File: src/rtl/uart_rx.sv
// UART receiver: 2-flop synchroniser, mid-bit sampling, single-entry buffer with overrun/ferr.
// Define UART_RX_MAJORITY_EN to take every sample as a 2-of-3 vote over recent rxd_s history.
module uart_rx #(
  parameter int unsigned BIT_RATE     = 9600,
  parameter int unsigned CLK_HZ       = 50_000_000,
  parameter int unsigned PAYLOAD_BITS = 8,
  parameter int unsigned STOP_BITS    = 1
) (
  input  logic                    clk,
  input  logic                    resetn,
  input  logic                    uart_rxd,
  output logic [PAYLOAD_BITS-1:0] uart_rx_data,
  output logic                    uart_rx_valid,
  input  logic                    uart_rx_read,
  output logic                    uart_rx_overrun,
  output logic                    uart_rx_ferr,
  output logic                    uart_rx_busy
);

  localparam int unsigned CyclesPerBit = (CLK_HZ - 1) / BIT_RATE;
  localparam int unsigned CntW         = 1 + $clog2(CyclesPerBit);
  localparam int unsigned IdxW         = (PAYLOAD_BITS > 1) ? $clog2(PAYLOAD_BITS) : 1;
  localparam logic [CntW-1:0] CntMid   = CntW'(CyclesPerBit / 2);
  localparam logic [CntW-1:0] CntEnd   = CntW'(CyclesPerBit);
  localparam logic [IdxW-1:0] IdxLast  = IdxW'(PAYLOAD_BITS - 1);

  if (CyclesPerBit < 4 || STOP_BITS < 1) begin : g_param_check
    $error("uart_rx: CYCLES_PER_BIT must be >= 4 and STOP_BITS >= 1");
  end

  typedef enum logic [2:0] {
    StWaitHigh,
    StIdle,
    StStart,
    StData,
    StStop
  } state_t;

  state_t                  state_q, state_d;
  logic                    rxd_m_q, rxd_m_d, rxd_s_q, rxd_s_d;
  logic [CntW-1:0]         cnt_q, cnt_d;
  logic [IdxW-1:0]         idx_q, idx_d;
  logic [PAYLOAD_BITS-1:0] shreg_q, shreg_d, data_q, data_d;
  logic                    valid_q, valid_d, overrun_q, overrun_d;
  logic                    ferr_q, ferr_d, busy_q, busy_d;
  logic                    sample;

`ifdef UART_RX_MAJORITY_EN
  logic [2:0] hist_q, hist_d;

  // The vote includes the current rxd_s, so a lone glitch at the sample point is outvoted.
  always_comb begin
    hist_d = {hist_q[1:0], rxd_s_q};
    sample = (hist_d[0] & hist_d[1]) | (hist_d[0] & hist_d[2]) | (hist_d[1] & hist_d[2]);
  end

  always_ff @(posedge clk) begin
    if (!resetn) hist_q <= 3'b111;
    else         hist_q <= hist_d;
  end
`else
  assign sample = rxd_s_q;
`endif

  always_comb begin
    rxd_m_d   = uart_rxd;
    rxd_s_d   = rxd_m_q;
    state_d   = state_q;
    cnt_d     = cnt_q;
    idx_d     = idx_q;
    shreg_d   = shreg_q;
    data_d    = data_q;
    valid_d   = valid_q;
    overrun_d = overrun_q;
    ferr_d    = 1'b0;

    if (uart_rx_read) begin
      valid_d   = 1'b0;
      overrun_d = 1'b0;
    end

    unique case (state_q)
      StWaitHigh: if (rxd_s_q) state_d = StIdle;
      StIdle: begin
        if (!rxd_s_q) begin
          state_d = StStart;
          cnt_d   = '0;
        end
      end
      StStart: begin
        if (cnt_q == CntMid) begin
          cnt_d   = '0;
          idx_d   = '0;
          state_d = sample ? StIdle : StData;
        end else begin
          cnt_d = cnt_q + CntW'(1);
        end
      end
      StData: begin
        if (cnt_q == CntEnd) begin
          cnt_d   = '0;
          shreg_d = (shreg_q >> 1) | (PAYLOAD_BITS'(sample) << (PAYLOAD_BITS - 1));
          if (idx_q == IdxLast) state_d = StStop;
          else                  idx_d   = idx_q + IdxW'(1);
        end else begin
          cnt_d = cnt_q + CntW'(1);
        end
      end
      StStop: begin
        if (cnt_q == CntEnd) begin
          cnt_d = '0;
          if (sample) begin
            data_d  = shreg_q;
            valid_d = 1'b1;
            // A read on the completion cycle consumes the old word, so no overrun.
            if (valid_q && !uart_rx_read) overrun_d = 1'b1;
            state_d = StIdle;
          end else begin
            ferr_d  = 1'b1;
            state_d = StWaitHigh;
          end
        end else begin
          cnt_d = cnt_q + CntW'(1);
        end
      end
      default: state_d = StWaitHigh;
    endcase

    busy_d = state_d inside {StStart, StData, StStop};
  end

  always_ff @(posedge clk) begin
    if (!resetn) begin
      rxd_m_q   <= 1'b1;
      rxd_s_q   <= 1'b1;
      state_q   <= StWaitHigh;
      cnt_q     <= '0;
      idx_q     <= '0;
      shreg_q   <= '0;
      data_q    <= '0;
      valid_q   <= 1'b0;
      overrun_q <= 1'b0;
      ferr_q    <= 1'b0;
      busy_q    <= 1'b0;
    end else begin
      rxd_m_q   <= rxd_m_d;
      rxd_s_q   <= rxd_s_d;
      state_q   <= state_d;
      cnt_q     <= cnt_d;
      idx_q     <= idx_d;
      shreg_q   <= shreg_d;
      data_q    <= data_d;
      valid_q   <= valid_d;
      overrun_q <= overrun_d;
      ferr_q    <= ferr_d;
      busy_q    <= busy_d;
    end
  end

  assign uart_rx_data    = data_q;
  assign uart_rx_valid   = valid_q;
  assign uart_rx_overrun = overrun_q;
  assign uart_rx_ferr    = ferr_q;
  assign uart_rx_busy    = busy_q;

endmodule

File: config.mk
export PLATFORM = sky130hd
export DESIGN_NAME = uart_rx
export DESIGN_NICKNAME = d
export VERILOG_FILES = /design/src/rtl/uart_rx.sv
export SDC_FILE = /design/constraint.sdc
export NUM_CORES = 1
export LEC_CHECK = 0
export ABC_AREA = 1
export CAP_MARGIN = 40
export CORE_ASPECT_RATIO = 0.75
export CORE_MARGIN = 8
export CORE_UTILIZATION = 50
export DETAILED_ROUTE_END_ITERATION = 8
export HOLD_SLACK_MARGIN = 0.02
export PLACE_DENSITY = 0.74
export SLEW_MARGIN = 15
export SYNTH_ARGS = -nofsm -noshare
export SYNTH_HDL_FRONTEND = slang
export SYNTH_SLANG_ARGS = --single-unit
File: constraint.sdc
create_clock -name clk -period 2 [get_ports clk]
set_input_delay 0.3 -clock clk [delete_from_list [all_inputs] [get_ports clk]]
set_output_delay 0.3 -clock clk [all_outputs]
set_load 0.05 [all_outputs]
* Word-level counts from Yosys, hierarchy flattened *
Index checks and enable logic that the tools add are counted.

word-level totals
  register bits after elaboration = 42
  latch bits = 0
  RAM bits = 0
  ROM bits = 0
  input port bits = 4
  logic and storage cells = 67
  memories = 0

operators by class
  add/sub/neg operators = 2
  $mul = 0
  divide/modulo/power cells = 0
  magnitude comparators = 0
  equal/unequal tests = 14
  shift operators = 0
  multiplexer cells = 27
  bitwise logic cells = 1
  reduce and logical (&&, ||, !) cells = 12

operator list
  operator                                                number
  two-way mux 14 bit                                      3
  one-hot mux 14 bit (3 select lines)                     1
  two-way mux 3 bit                                       9
  one-hot mux 3 bit (5 select lines)                      1
  adder 14 x 1 -> 14 bit (second input constant)          1
  equality test 14 x 12 -> 1 bit (second input constant)  1
  equality test 14 x 13 -> 1 bit (second input constant)  1
  equality test 3 x 2 -> 1 bit (second input constant)    4
  two-way mux 1 bit                                       11
  equality test 3 bit (second input constant)             3
  != test 2 bit (second input constant)                   4
  OR 7 x 8 -> 8 bit                                       1
  one-hot mux 3 bit (2 select lines)                      1
  AND reduction 3 bit                                     2
  nonzero test 3 bit                                      2
  AND reduction 2 bit                                     2
  AND reduction 4 bit                                     1
  adder 3 x 1 -> 3 bit (second input constant)            1
  equality test 3 x 1 -> 1 bit (second input constant)    1
  zero test 3 bit                                         1
  two-way mux 2 bit                                       1
  nonzero test 2 bit                                      1
  OR reduction 2 bit                                      1
  logical AND 1 bit                                       1
  zero test 1 bit                                         1

* Logic depth before layout (Yosys ltp) *
  word-level depth = 6
  gate-level depth with buffers = 13
  mapped depth without buffers = 13

* Worst setup path after synthesis *
OpenSTA, ideal clock, no wires.

  kind = flip-flop to flip-flop
  start point = register cnt_q[0]
  end point = register idx_q[1]
  arrival = 1449 ps
  required time = 1928 ps
  path slack = 479 ps
  stages on the path, launching flop included = 10
  clock period less this slack = 1521 ps
  cell sequence = dfxtp_1 inv_1 ha_1 nand4_1 nor2_2 nand2_4 nor2_8 buf_8 nand3_1 a21oi_1

between the ends
  word-level cells in the longest chain between the ends = 3
  elaborated cells between the ends (all ways) = 5
  those cells by class = eq/ne (4); reduce/logical (1)

ends and longest elaborated chain
  item                                                                                     RTL line  text
  from (decl)                                                                              41        logic [CntW-1:0] cnt_q, cnt_d;
  from (signal assigned)                                                                   149       cnt_q <= cnt_d;
  equality test 14 x 13 -> 1 bit / equality test 14 x 12 -> 1 bit (equally long branches)  100, 91
  != test 2 bit (no line)                                                                  -
  AND reduction 4 bit (no line) *                                                          -
  to (signal assigned)                                                                     150       idx_q <= idx_d;
  to (decl)                                                                                42        logic [IdxW-1:0] idx_q, idx_d;

Every way passes the cells marked *; elsewhere a longest branch is shown, timed or not.
A chain may end at the register's enable or synchronous reset.

* Worst setup path after layout *
  start point = register cnt_q[0]
  end point = register data_q[5], in the netlist uart_rx_data[5]

between the ends
  word-level cells in the longest chain between the ends = 2

ends and longest elaborated chain
  item                            RTL line  text
  equality test 14 x 13 -> 1 bit  110       if (cnt_q == CntEnd) begin
  AND reduction 3 bit (no line)   -
  to (signal assigned)            152       data_q <= data_d;
  to (decl)                       43        logic [PAYLOAD_BITS-1:0] shreg_q, shreg_d, data_q, data_d;

No other way between the ends.

==> results.md <==
- Number of distinct library cells after synthesis: 29
- Core Area: 4470 sq um
- Setup TNS: 0 ns
- Design area: 2640 sq um
- Final Cycle Share: 89.1%
- Crit-path cells: inv_1 -> ha_1 -> nand4_1 -> nor2_2 -> nand3_2 -> inv_2 -> o21ai_0 -> a21oi_1
- Final #Nets: 379
- Post-synth ARST share: 0%
- Root buf cell: clkbuf_8
- Clock Skew: 0.00599 ns
- # fillers: 446
- DRC Markers: 0
- Critical path required time: 2.23 ns
- Worst hold path type: reg -> reg
- First-pass GRT wire length: 9830 um
- Synth area leader: dfxtp_1
- Post-DP HPWL: 4550 um
- Synthesized flop and latch total: 42
- Final min period: 1.78 ns
- Critical path arrival: 2.02 ns
- Mapped cell area: 2330 sq um
- Clock buffer depth: 2
- Final Max Tran Viols: 0
- Sequential area share after synthesis: 36.1%
- P&R area growth vs syn: 13.3%
- RePlAce Congestion: 0.998
- Share of layout cells above drive strength 1: 10.8%
- Final ANT Viol Nets: 0
- Global route overflow: 0
- CTS sink cnt: 42
- Util after Layout: 59.2%
- Die Width: 94.9 um
- Die ar.: 7130 sq um
- CP max FO: 15
- Antenna diodes: 0
- Setup crit end kind: register
- Synthesized Nets: 361
- Synth Instances: 353
- Initial core utilization: 52.2%
- Total track usage: 17.7%
- Max-Cap Viols: 0
- Rel. slew slack: 66.0%
- H-tree depth: 2
- Io pins: 16
- Vias: 2314
- CTS tree: yes
- DR WL/cell: 13.9 um
- Worst skew pair latency: 0.30 ns
- TritonRoute pass-1 iters: 4
- Worst-Margin Slew: 0.508 ns
- Startpoint types: register
- Leak: 0.00123 uW
- IO buf count: 15
- DIE HEIGHT: 75.1 um
- Vias per cell: 5.41
- Post_cts resized: 0
- Worst path max stage delay: 0.38 ns
- Main synth FF type: dfxtp_1
- CTS Buf Count: 5
- # rows: 21
- Critical setup path kind: reg -> reg
- Max Clock Freq: 0.561 GHz
- Setup Buffers After CTS: 0
- Critical-path top delay cell: dfxtp_1
- Hold Violations, Final: 0
- Status: completed
- CTS Hold Bufs: 0
- Post-synth EDFFs: 0
- Drt initial violations: 240
- Number of global-route vias before repair: 2069
- Initial antenna violation count: 0
- # setup viols final: 0
- Clock transition at path regs: 0.08 ns
- Pin count of the biggest net entering global routing: 22
- RSZ-0062 raised after global routing: false
- Top-area cell type share of the netlist area: 36.1%
- Synth warn: 0
- Main area contributors after synthesis: dfxtp_1 (36%), nand2_1 (13%), nand3_1 (8.2%), nor2_1 (6.8%), inv_1 (6.4%)
- PnR Total Power: 1640 uW
- Post-Route WL: 5950 um
- Mean Syn Cell Area: 6.61 sq um
- Max IR drop VDD: 0.382 mV
- DP Area: 2530 sq um
- Cell area power density: 621 nW/um^2
## worst paths after layout
path / cells past startpoint / from / slack (ns) / to
max: 8 / cnt_q[0] / 0.22 / uart_rx_data[5]
min: 1 / rxd_m_q / 0.42 / rxd_s_q
max reg2reg: 8 / cnt_q[0] / 0.22 / uart_rx_data[5]
min reg2reg: 1 / rxd_m_q / 0.42 / rxd_s_q
## where the power goes
part	leakage [uW]	switching, uW	internal (uW)	total, uW
clock network	0.0000573	287	399	687
registers	0.000339	8.64	843	851
logic	0.000838	69.1	33.5	103
total	0.00123	365	1280	1640
## synthesized netlist by cell type, types with 3 or more instances
library cell  instances
o21ai_1               8
nand3_1              38
nor2_2                5
ha_1                  4
nand2_1              83
dfxtp_1              42
a21oi_1              21
o21ai_0              13
inv_2                11
buf_2                 4
nand3_2               3
inv_1                40
nor2_1               42
nand4_1              16
## through the flow
| step | cells | hold WS (ns) | setup WS [ns] |
|---|---|---|---|
| 2_1_floorplan | 353 | 0.393 | 0.479 |
| 3_3_place_gp | 421 | 0.399 | 0.294 |
| 3_5_place_dp | 421 | 0.400 | 0.248 |
| 4_1_cts | 428 | 0.419 | 0.212 |
| 5_1_grt | 428 | 0.428 | 0.0119 |
| 6_report | 428 | 0.420 | 0.217 |
## cells in the final DEF, fill, tap and decap left out
cell              n
nand3_1          38
clkbuf_8          6
clkdlybuf4s50_1  15
o211ai_1          2
a21oi_1          21
nand2_2           2
ha_1              4
nand2_4           2
or2_2             2
nor2_1           42
inv_1            40
nor2_2            5
inv_2            11
dfxtp_1          42
nor2_8            2
nand2_1          83
nor4_1            1
bufinv_16         1
nor3_1            2
o21ai_0          13
clkinv_1          1
xor2_1            2
nand3_2           3
o21ai_1           8
nor2_4            1
buf_4             5
and2_1            1
nand4_1          16
## critical path, delay by kind of cell, from the launching register on
family / cells / cell delay (ns)
AND/OR/NAND/NOR: 3 / 0.48
flip-flops: 1 / 0.38
buffers and inverters: 2 / 0.33
adder cells (fa/ha/maj): 1 / 0.28
AO/OA/AOI/OAI: 2 / 0.25
## kinds of logic after synthesis
family,synth area share [%]
xor+xnor,0.751
buf+inv,11.0
compound gates,9.66
flops,36.1
simple gates,40.4
fa+ha+maj,2.15
## final cells by class
cell class | count | area [sq um] | share of cell area (%)
clock inverters | 1 | 30.0 | 1.14
multi-input cells | 250 | 1230 | 46.7
well taps | 57 | 71.3 | 2.70
inverters | 52 | 195 | 7.39
flip-flops and latches | 42 | 841 | 31.8
repair buffers | 20 | 188 | 7.10
clock buffers | 6 | 82.6 | 3.13
## sequential cells by signal, indices dropped and copies added (netlist names)
signal	flops
uart_rx_busy	1
rxd_m_q	1
shreg_q	8
cnt_q	14
uart_rx_data	8
uart_rx_valid	1
uart_rx_overrun	1
idx_q	3
state_q	3
rxd_s_q	1
uart_rx_ferr	1
## layer usage
| metal | part of all wire (%) | global-route usage, % | up-vias | routed length [um] |
|---|---|---|---|---|
| li1 | - | - | 1170 | - |
| met1 | 50 | 25.2 | 1040 | 2980 |
| met2 | 40 | 25.5 | 96 | 2380 |
| met3 | 8.7 | 4.28 | 8 | 520 |
| met4 | 1.1 | 5.52 | 0 | 67 |
| met5 | 0 | 0 | - | 0 |
Note: power is estimated with default switching activity, not from simulation.
